[config.mk]
export PLATFORM = sky130hd
export DESIGN_NAME = sigma_np_acc_flat
export DESIGN_NICKNAME = d
export VERILOG_FILES = /design/src/rtl/sigma_np_acc_if.sv /design/src/rtl/sigma_np_acc.sv /design/src/flat_wrapper.sv
export SDC_FILE = /design/constraint.sdc
export NUM_CORES = 1
export LEC_CHECK = 0
export CAP_MARGIN = 0
export CORE_MARGIN = 5
export CORE_UTILIZATION = 43
export CTS_BUF_LIST = sky130_fd_sc_hd__clkbuf_4 sky130_fd_sc_hd__clkbuf_8
export DETAILED_ROUTE_END_ITERATION = 10
export PLACE_DENSITY = 0.68
export RECOVER_POWER = 100
export SYNTH_ARGS = -nofsm -noshare
export SYNTH_HDL_FRONTEND = slang
export SYNTH_SLANG_ARGS = --single-unit
[constraint.sdc]
create_clock -name clk -period 1.9 [get_ports clk]
set_clock_uncertainty 0.15 [all_clocks]
set_input_delay 0.38 -clock clk [delete_from_list [all_inputs] [get_ports clk]]
set_output_delay 0.38 -clock clk [all_outputs]
set_load 0.02 [all_outputs]
[src/rtl/sigma_np_acc_if.sv]
// sigma_np_acc_if: sample-side and result-side signals of the windowed accumulator
interface sigma_np_acc_if #(
  parameter int DW    = 8,
  parameter int LOG2N = 4
);
  localparam int OW = DW + LOG2N;
  logic [DW-1:0] data_in;
  logic          en;
  logic          syn_in;
  logic [OW-1:0] data_out;
  logic          syn_out;
  logic          busy;
  logic          err;
  modport master (output data_in, en, syn_in, input data_out, syn_out, busy, err);
  modport slave  (input data_in, en, syn_in, output data_out, syn_out, busy, err);
endinterface

[src/rtl/sigma_np_acc.sv]
// sigma_np_acc: sums 2^LOG2N valid samples after each syn_in rise, reports result/abort
module sigma_np_acc #(
  parameter int DW     = 8,
  parameter int LOG2N  = 4,
  parameter int SIGNED = 0,
  parameter int AVG    = 0
) (
  input logic          clk,
  input logic          res,
  sigma_np_acc_if.slave s
);
  localparam int OW = DW + LOG2N;
  localparam int N  = 1 << LOG2N;
  localparam logic [LOG2N:0] CMAX = (LOG2N + 1)'(N - 1);
  typedef enum logic {IDLE, ACC} state_t;
  state_t r_state, w_next;
  logic                  r_syn_d, r_syn_out, r_err;
  logic [OW-1:0]         r_acc, r_data;
  logic [LOG2N:0]        r_cnt;
  logic                  w_rise, w_last;
  logic [OW-1:0]         w_x, w_sum, w_sh, w_f;
  logic signed [OW-1:0]  w_ss;
  assign w_rise = s.syn_in & ~r_syn_d;
  assign w_last = (r_state == ACC) && !w_rise && s.en && (r_cnt == CMAX);
  assign w_x    = (SIGNED != 0) ? {{LOG2N{s.data_in[DW-1]}}, s.data_in} : {{LOG2N{1'b0}}, s.data_in};
  assign w_sum  = r_acc + w_x;
  // kept separate so the shift sees a purely signed operand and stays arithmetic
  assign w_ss   = $signed(w_sum) >>> LOG2N;
  assign w_sh   = (SIGNED != 0) ? w_ss : (w_sum >> LOG2N);
  assign w_f    = (AVG != 0) ? w_sh : w_sum;
  // state register
  always_ff @(posedge clk or posedge res)
    if (res) r_state <= IDLE;
    else r_state <= w_next;
  // a rise always (re)opens a window; the last sample closes it
  always_comb w_next = w_rise ? ACC : w_last ? IDLE : r_state;
  // edge detector, accumulator, sample counter and registered result
  always_ff @(posedge clk or posedge res)
    if (res) begin
      r_syn_d   <= 1'b0;
      r_syn_out <= 1'b0;
      r_err     <= 1'b0;
      r_acc     <= '0;
      r_cnt     <= '0;
      r_data    <= '0;
    end else begin
      r_syn_d   <= s.syn_in;
      r_syn_out <= w_last;
      r_err     <= w_rise && (r_state == ACC);
      if (w_rise) begin
        r_acc <= s.en ? w_x : '0;
        r_cnt <= s.en ? (LOG2N + 1)'(1) : '0;
      end else if (w_last) begin
        r_data <= w_f;
        r_acc  <= '0;
        r_cnt  <= '0;
      end else if (r_state == ACC && s.en) begin
        r_acc <= w_sum;
        r_cnt <= r_cnt + 1'b1;
      end
    end
  // outputs
  always_comb begin
    s.busy     = r_state == ACC;
    s.syn_out  = r_syn_out;
    s.err      = r_err;
    s.data_out = r_data;
  end
endmodule

[src/flat_wrapper.sv]
// flat-port wrapper written by rule: the top's interface ports become plain ports
module sigma_np_acc_flat 
#(
  parameter int DW     = 8,
  parameter int LOG2N  = 4,
  parameter int SIGNED = 0,
  parameter int AVG    = 0
)
  (clk, res, s_data_in, s_en, s_syn_in, s_data_out, s_syn_out, s_busy, s_err);
  sigma_np_acc_if #(.DW(DW), .LOG2N(LOG2N)) s_i ();
  input logic clk;
  input logic res;
  input wire logic [$bits(s_i.data_in)-1:0] s_data_in;
  input wire logic [$bits(s_i.en)-1:0] s_en;
  input wire logic [$bits(s_i.syn_in)-1:0] s_syn_in;
  output wire logic [$bits(s_i.data_out)-1:0] s_data_out;
  output wire logic [$bits(s_i.syn_out)-1:0] s_syn_out;
  output wire logic [$bits(s_i.busy)-1:0] s_busy;
  output wire logic [$bits(s_i.err)-1:0] s_err;
  assign s_i.data_in = s_data_in;
  assign s_i.en = s_en;
  assign s_i.syn_in = s_syn_in;
  assign s_data_out = s_i.data_out;
  assign s_syn_out = s_i.syn_out;
  assign s_busy = s_i.busy;
  assign s_err = s_i.err;
  sigma_np_acc #(.DW(DW), .LOG2N(LOG2N), .SIGNED(SIGNED), .AVG(AVG)) u_core (.clk(clk), .res(res), .s(s_i));
endmodule
# --- After elaboration in Yosys (flattened, before gate mapping) ---
# Index checks and enable logic that the tools add are counted.
totals:
  input_bits: 12
  reg_bits: 33
  out_inout_bits: 15
  wordCells: 32
op_classes:
  n_addsub: 2
  n_reduce_logical: 9
  n_eq_ne: 1
  n_bitwise: 3
  muxes: 10
op_table:
  columns: ["operator", "count"]
  rows:
  - ["12-bit 2-to-1 mux", 3]
  - ["5-bit 2-to-1 mux", 3]
  - ["12-bit by 8-bit adder with 12-bit output", 1]
  - ["8-bit 2-to-1 mux", 1]
  - ["5-bit by 1-bit adder with 5-bit output (second input constant)", 1]
  - ["5-bit by 4-bit equality test with 1-bit output (second input constant)", 1]
  - ["1-bit logical AND", 5]
  - ["1-bit 2-to-1 mux", 3]
  - ["3-bit nonzero test", 1]
  - ["1-bit NOT", 2]
  - ["2-bit AND reduction", 1]
  - ["2-bit nonzero test", 1]
  - ["1-bit AND", 1]
  - ["1-bit logical NOT", 1]

# --- Longest topological paths before layout ---
# Gate-level depths: netlist of the first run.
logic_depth:
  ltp_word: 8
  depth_mapped: 9
  mapped_depth_nobuf: 8

# --- Least setup slack after synthesis of the first run ---
# No wires, ideal clock.
synth_path:
  path_type: "input port to flip-flop"
  start: "input port s_data_in[0]"
  end: "register u_core.r_acc[6]"
  required_time_ns: 1.623
  setup_time_ns: 0.127
  cell_stages: 8
  path_buffers: 0
  arrival_time_ns: 1.834
  slack_ns: -0.211
  path_cell_list: "ha_1 > fa_1 > a21oi_1 > o21ai_0 > a21oi_1 > xnor2_1 > a222oi_1 > inv_1"
synth_via:
  elab_chain_cells: 4
synth_rtl:
  columns: ["element", "line", "rtl"]
  rows:
  - ["from (decl)", "flat_wrapper.sv:13", "input wire logic [$bits(s_i.data_in)-1:0] s_data_in;"]
  - ["12-bit by 8-bit adder with 12-bit output", "sigma_np_acc.sv:26", "assign w_sum = r_acc + w_x;"]
  - ["12-bit 2-to-1 mux", "sigma_np_acc.sv:57", "end else if (r_state == ACC && s.en) begin"]
  - ["12-bit 2-to-1 mux", "sigma_np_acc.sv:53", "end else if (w_last) begin"]
  - ["12-bit 2-to-1 mux", "sigma_np_acc.sv:50", "if (w_rise) begin"]
  - ["to (signal assigned)", "sigma_np_acc.sv:51", "r_acc <= s.en ? w_x : '0;"]
  - ["to (signal assigned)", "sigma_np_acc.sv:58", "r_acc <= w_sum;"]
  - ["to (decl)", "sigma_np_acc.sv:18", "logic [OW-1:0] r_acc, r_data;"]
# Every way passes these cells. The select of a mux whose other input is x is not followed.
# A chain may end at the register's enable or synchronous reset.

# --- Final worst setup path of the first run ---
layout_path:
  start: "register u_core.r_acc[4]"
  end: "register u_core.r_acc[9]"
layout_via:
  elab_chain_cells: 4
layout_rtl:
  columns: ["element", "line"]
  rows:
  - ["12-bit by 8-bit adder with 12-bit output", "sigma_np_acc.sv:26"]
  - ["12-bit 2-to-1 mux", "sigma_np_acc.sv:57"]
  - ["12-bit 2-to-1 mux", "sigma_np_acc.sv:53"]
  - ["12-bit 2-to-1 mux", "sigma_np_acc.sv:50"]
# Every way passes these cells. The select of a mux whose other input is x is not followed.

==> impl_metrics.py, run 1 <==
metrics = {
    "timing": {
        "rsz0062_at_grt": "yes",
        "maxSlewViolCount": 0,
        "post-route-min-period_ns": 2.07,
        "setup_viol": 18,
        "setup_slack_ns": -0.172,
        "maxSlewHeadroom_pct": 46.3,
        "worst_pin_slew_ns": 0.805,
        "hold_violations": 0,
        "period_share_pct": 109,
        "holdWs_ns": 0.250,
        "max_freq_mhz": 483,
    },
    "pwr": {
        "sw_frac_of_total_pct": 35.0,
        "power.internal_mw": 1.76,
        "irDropWorstVdd_v": 0.000634,
        "p_leak_nw": 1.14,
        "p_switching_mw": 0.948,
        "power.share.clock_pct": 19.4,
        "comb_power_share_pct": 47.1,
        "power_density_nw_per_um2": 1080,
        "total_power_mw": 2.71,
        "seqPwrFrac_pct": 33.4,
    },
    "synthesis": {
        "syn_avg_cell_area_um2": 9.62,
        "synth_edf_count": 0,
        "ys_seq_area_share_pct": 48.8,
        "syn-instance-count": 176,
        "syn_nets": 199,
        "ys_ff_latch": 33,
        "async_flop_share_pct": 100,
        "yosysWarnings": 0,
        "ys_types": 32,
        "synth_flop_cell": "dfrtp_1",
        "synth_area_um2": 1690,
    },
    "detailed_routing": {
        "wire_per_inst_um": 15.7,
        "vias": 1532,
        "totalWireLength_um": 4500,
        "first_pass_iters": 5,
        "via_per_inst": 5.34,
        "drt_iter0_drc": 144,
        "drc": 0,
        "ant_nets": 0,
    },
    "global_route": {
        "grt_use_total_pct": 18.7,
        "antenna_found_initial": 0,
        "grt_pass1_wl_um": 7660,
        "grt_pass1_vias": 1618,
        "grt_max_degree": 34,
        "gr-total-overflow": 0,
    },
    "run": {
        "drv_cap": 0,
    },
    "die": {
        "io_pins": 27,
        "row_count": 22,
        "die_w_um": 72.7,
        "core_region_area_um2": 3740,
        "die_area_um2": 5290,
        "die_h_um": 72.7,
        "initial_core_util_pct": 45.2,
    },
    "finish": {
        "syn2layout_area_growth_pct": 48.1,
        "multi_input_area_um2": 1000,
        "seq_area_um2": 826,
        "nNetsFinal": 261,
        "final_cells": 287,
        "layout-drive-gt1-share_pct": 30.5,
        "fin_area_um2": 2510,
        "fin_util_pct": 67.0,
        "fillers": 307,
        "n_antenna_cell": 0,
    },
    "worst_setup_path": {
        "cp_data_required_time_ns": 1.97,
        "cp_max_fo": 4,
        "crit_arrival_ns": 2.14,
        "r2r_cells": 7,
        "cp_num_cells": 7,
        "cp_num_buf_inv": 0,
        "crit_type": "reg -> reg",
        "critPathMaxStageDelay_ns": 0.41,
        "worstPathCellList": "ha_4 -> nand2_4 -> nor3b_4 -> o2111ai_2 -> a21bo_1 -> or3_1 -> o21ai_1",
        "critPathSlowestCell": "dfrtp_1",
        "cp-start-kind": "flop",
        "critPathTopFamily": "simple AND/OR/NAND/NOR gates",
        "cp-end-kind": "flop",
    },
    "cts": {
        "cts_root_buf": "clkbuf_8",
        "cts.clk_slew.worst_paths_ns": 0.07,
        "cts_sinks": 33,
        "holdBufCountCts": 0,
        "clock_latency_ns": 0.29,
        "clk_path_buf_depth": 2,
        "ctsHtreeMaxLevel": 2,
        "cts_buffers": 5,
        "cts_tree": "done",
    },
    "placed_design": {
        "place.port_buffers": 26,
        "post_dp_cell_area_um2": 2260,
        "place_hpwl_um": 3190,
        "dp.cells": 275,
        "gp_congestion": 0.939,
    },
    "min_path": {
        "holdPathStages": 3,
        "hold_path.class": "in -> reg",
    },
    "run_status": {
        "status": "complete, but fails checks",
        "violations": "negative setup slack",
    },
}
-- placed cells by master, fill, tap and decap left out, drive strengths merged, types with 2 or more instances in the layout --
cell and count:
buf 31, nor3 2, nand2b 2, a22oi 4
xor2 2, nand4 2, clkdlybuf4s50 14, inv 9
dfrtp 33, nand2 32, nand3 3, xnor2 8
dlygate4sd2 5, a21oi 11, o21a 2, a222oi 4
dlygate4sd3 5, and2 2, o21ai 21, clkinv 2
nor2b 3, ha 10, a31oi 2, clkbuf 10
nor2 7, or3 2
-- worst register-to-register path, delay by kind of cell (launching register included) --
kind | cells | cell delay, ns
flip-flops | 1 | 0.41
adder cells (fa/ha/maj) | 1 | 0.32
AND/OR/NAND/NOR | 3 | 0.63
AO/OA/AOI/OAI | 3 | 0.48
-- sequential cells by signal (all words and copies together), names as in the netlist --
register	count
u_core.s.err	1
u_core.r_acc	12
u_core.s.syn_out	1
u_core.s.busy	1
u_core.r_syn_d	1
u_core.s.data_out	12
u_core.r_cnt	5
-- power groups by stage --
stage | logic, mW | clock network (mW) | registers (mW)
CTS | 1.13 | 0.539 | 0.903
global placement | 0.966 | 0 | 0.883
floorplan | 0.594 | 0 | 0.882
detailed placement | 1.01 | 0 | 0.893
finish | 1.28 | 0.526 | 0.905
global route | 1.41 | 0.572 | 0.916
-- what timing repair did --
action                                  CTS  global route
endpoints found under the setup margin   19            24
pin swaps                                13            16
buffers inserted                          3             3
gates cloned                              0             1
gates resized for setup                  22            31
-- logic make-up after synthesis --
logic type                 Yosys count  share of synthesized area (%)
and+or+nand+nor                     58                           16.0
AOI/OAI and AO/OA                   50                           18.3
DFF                                 33                           48.8
buffers and inverters               14                           3.10
adders and majority gates           11                           8.57
xor gates and xnor gates            10                           5.17
-- cell type report --
class,count,share of cell area (%)
Timing Repair Buffer,60,20.0
Inverter,9,1.35
Sequential cell,33,32.9
Clock buffer,6,3.04
Tap cell,48,2.40
Clock inverter,2,0.399
Multi-Input combinational cell,129,39.9
-- through the flow --
stage	setup TNS (ns)	worst slack, ns
after global placement	-9.12	-0.600
final	-1.28	-0.172
after global routing	-3.57	-0.252
after floorplan	-0.0820	-0.0415
after detailed placement	-10.73	-0.685
after CTS	-1.58	-0.180
-- layer usage --
| layer | part of all wire [%] | global-route usage (%) |
|---|---|---|
| met4 | 2.6 | 8.81 |
| met3 | 4.4 | 5.65 |
| met2 | 50 | 30.3 |
| met5 | 0 | 0 |
| met1 | 43 | 22.7 |
-- final timing paths --
kind / start / to / slack (ns)
max: u_core.r_acc[4]$_DFFE_PP0P_ / u_core.r_acc[9]$_DFFE_PP0P_ / -0.17
max reg2reg: u_core.r_acc[4]$_DFFE_PP0P_ / u_core.r_acc[9]$_DFFE_PP0P_ / -0.17
min in group asynchronous: res / u_core.s.data_out[6]$_DFFE_PP0P_ / 0.62
min reg2reg: u_core.s.data_out[5]$_DFFE_PP0P_ / u_core.s.data_out[5]$_DFFE_PP0P_ / 0.32
min: s_data_in[5] / u_core.r_acc[5]$_DFFE_PP0P_ / 0.25
max in group asynchronous: res / u_core.r_cnt[1]$_DFFE_PP0P_ / 0.48
-- synth_stat cells (all sizes together), types with 3 or more instances --
cell    instances  area, um^2
a22oi           4        30.0
clkbuf          5        18.8
nand2          32         120
o21ai          21         105
nor2            7        26.3
nand3           3        15.0
xnor2           8        70.1
a21oi          11        55.1
ha             10         125
dfrtp          33         826
a222oi          4        40.0
nor2b           3        18.8
inv             9        33.8
Note: power is estimated with default switching activity, not from simulation.
==> run 2: changes to the inputs <==
--- a/config.mk
+++ b/config.mk
@@ -12,6 +12,7 @@
 export DETAILED_ROUTE_END_ITERATION = 10
 export PLACE_DENSITY = 0.68
 export RECOVER_POWER = 100
+export REMOVE_ABC_BUFFERS = 1
 export SYNTH_ARGS = -nofsm -noshare
 export SYNTH_HDL_FRONTEND = slang
 export SYNTH_SLANG_ARGS = --single-unit
==> run 2 against run 1 <==
  * The run still ends with negative setup slack left
  * Non-clock buffer count grew 2
  * Sequential power grew 1%
  * Power increased by 9.2%
  * Sequential cell count unchanged
  * Sequential share of layout area is 0.96 points lower
  * Global-route usage is 1.1 points lower
  * Die area unchanged
  * First-iteration DRC count rose by 2.1%
  * Worst hold slack better by 0.078 ns
  * Via count rose by 4.7%
  * Largest cell class unchanged
==> impl_metrics.py, run 2 (synthesis gave the netlist of run 1 again) <==
metrics = {
    "min_path": {
        "hp-start": "u_core.s.data_out[11]$_DFFE_PP0P_",
        "hold_path.class": "reg -> reg",
    },
    "run_status": {
        "status": "complete, but fails checks",
        "violations": "negative setup slack",
    },
    "placed_design": {
        "place_hpwl_um": 2820,
        "place.port_buffers": 26,
        "dp_slack_ns": -0.816,
        "gp_congestion": 0.823,
    },
    "pwr": {
        "irDropWorstVdd_v": 0.000581,
        "power_density_nw_per_um2": 1140,
        "p_leak_nw": 1.17,
    },
    "worst_setup_path": {
        "crit_arrival_ns": 2.20,
        "cp-startpoint": "s_data_in[5]",
        "cp_max_fo": 3,
        "crit_type": "in -> reg",
        "reg2reg_slack_ns": -0.23,
        "cp-end-kind": "flop",
        "r2r_start": "u_core.r_acc[1]$_DFFE_PP0P_",
        "cp-start-kind": "input port",
        "cp_data_required_time_ns": 1.97,
    },
    "global_route": {
        "grt_use_total_pct": 17.6,
        "grt_max_degree": 34,
        "antenna_found_initial": 0,
        "grt_pass1_wl_um": 7200,
        "gr-total-overflow": 0,
        "grt_pass1_vias": 1586,
    },
    "detailed_routing": {
        "vias": 1604,
        "drc": 0,
        "ant_nets": 0,
        "wire_per_inst_um": 17.4,
        "drt_iter0_drc": 147,
        "first_pass_iters": 5,
        "via_per_inst": 5.55,
        "totalWireLength_um": 5020,
    },
    "cts": {
        "clk_path_buf_depth": 2,
        "clock_latency_ns": 0.29,
        "cts.clk_slew.worst_paths_ns": 0.07,
        "cts_tree": "done",
        "holdBufCountCts": 0,
        "ctsHtreeMaxLevel": 2,
        "cts_root_buf": "clkbuf_8",
        "cts_buffers": 5,
        "cts_sinks": 33,
    },
    "timing": {
        "hold_violations": 0,
        "rsz0062_at_grt": "yes",
        "setup_slack_ns": -0.228,
        "setup_viol": 16,
        "maxSlewHeadroom_pct": 44.0,
        "period_share_pct": 112,
        "max_freq_mhz": 470,
        "maxSlewViolCount": 0,
        "post-route-min-period_ns": 2.13,
        "worst_pin_slew_ns": 0.840,
        "holdWs_ns": 0.328,
    },
    "finish": {
        "n_antenna_cell": 0,
        "syn2layout_area_growth_pct": 52.8,
        "layout_common_cells": "buf_4 (32), dfrtp_1 (32), nand2_1 (28)",
        "layout-drive-gt1-share_pct": 32.8,
        "nNetsFinal": 263,
    },
    "die": {
        "die_area_um2": 5290,
        "core_region_area_um2": 3740,
        "die_w_um": 72.7,
        "io_pins": 27,
        "initial_core_util_pct": 45.2,
        "die_h_um": 72.7,
        "row_count": 22,
    },
    "run": {
        "drv_cap": 0,
    },
}
-- run 2: cell count changes in the layout (fill, tap and decap cells not counted), moves of 2 or more --
cell | previous run | this run
buf_4 | 28 | 32
xnor2_2 | 2 | 4
nor2_2 | 4 | 2
xnor2_1 | 6 | 4
a21oi_4 | 0 | 2
nand2_1 | 30 | 28
o21ai_0 | 5 | 7
clkbuf_8 | 5 | 7
a21oi_2 | 7 | 4
o21ai_1 | 15 | 12
nand2_2 | 1 | 4
dlygate4sd3_1 | 5 | 7
-- run 2: report_power, final --
part	total [mW]	internal (mW)	switching, mW
Clock	0.582	0.327	0.255
Combinational	1.46	0.783	0.674
Sequential	0.917	0.804	0.112
-- run 2: final cells by class --
| cell class | count | area [um^2] |
|---|---|---|
| Sequential cell | 33 | 827 |
| Timing Repair Buffer | 62 | 529 |
| Clock buffer | 7 | 96.3 |
| Clock inverter | 1 | 5.00 |
| Multi-Input combinational cell | 129 | 1030 |
| Fill cell | 283 | 1160 |
| Inverter | 9 | 37.5 |
| Tap cell | 48 | 60.1 |
-- run 2: final timing paths --
path                                                endpoint  cells after the start
max                         u_core.s.data_out[8]$_DFFE_PP0P_                      8
min                        u_core.s.data_out[11]$_DFFE_PP0P_                      2
max reg2reg                      u_core.r_acc[9]$_DFFE_PP0P_                      7
min reg2reg                u_core.s.data_out[11]$_DFFE_PP0P_                      2
max in group asynchronous        u_core.r_acc[1]$_DFFE_PP0P_                      3
min in group asynchronous        u_core.r_acc[9]$_DFFE_PP0P_                      3
-- run 2: critical path: stages --
cell and delay (ns):
clkdlybuf4s50_1 0.52, ha_1 0.27, o21a_1 0.21, o21a_1 0.20, o22a_1 0.24, buf_6 0.14
xnor2_2 0.12, o21ai_1 0.12
-- run 2: repair_timing --
action	4_1_cts	5_1_grt
setup buffers	5	5
setup endpoints to repair	21	29
resized for setup	29	36
pin swaps	16	23
cloned	0	1
-- run 2: metrics by stage --
stage	util (%)	instances	setup TNS [ns]	cell area (um^2)	total power, mW
5_1_grt	69.1	289	-4.17	2590	3.11
2_1_floorplan	-	171	-1.80	1670	1.45
4_1_cts	64.4	283	-1.21	2410	2.60
6_report	69.1	289	-1.97	2590	2.95
3_3_place_gp	58.9	273	-10.40	2200	1.77
3_5_place_dp	58.9	273	-11.32	2200	1.80
-- run 2: layer usage --
layer	vias to the layer above	global-route usage [%]	wire length (um)
li1	748	-	-
met1	778	19.6	1920
met2	62	31.0	2620
met3	16	4.27	321
met4	0	8.61	148
met5	-	0	0
==> run 3: changes to the inputs <==
--- a/config.mk
+++ b/config.mk
@@ -5,7 +5,7 @@
 export SDC_FILE = /design/constraint.sdc
 export NUM_CORES = 1
 export LEC_CHECK = 0
-export CAP_MARGIN = 0
+export CAP_MARGIN = 25
 export CORE_MARGIN = 5
 export CORE_UTILIZATION = 43
 export CTS_BUF_LIST = sky130_fd_sc_hd__clkbuf_4 sky130_fd_sc_hd__clkbuf_8
==> results of run 3 <==
The final DEF is identical to that of run 2; final timing and power are the same.
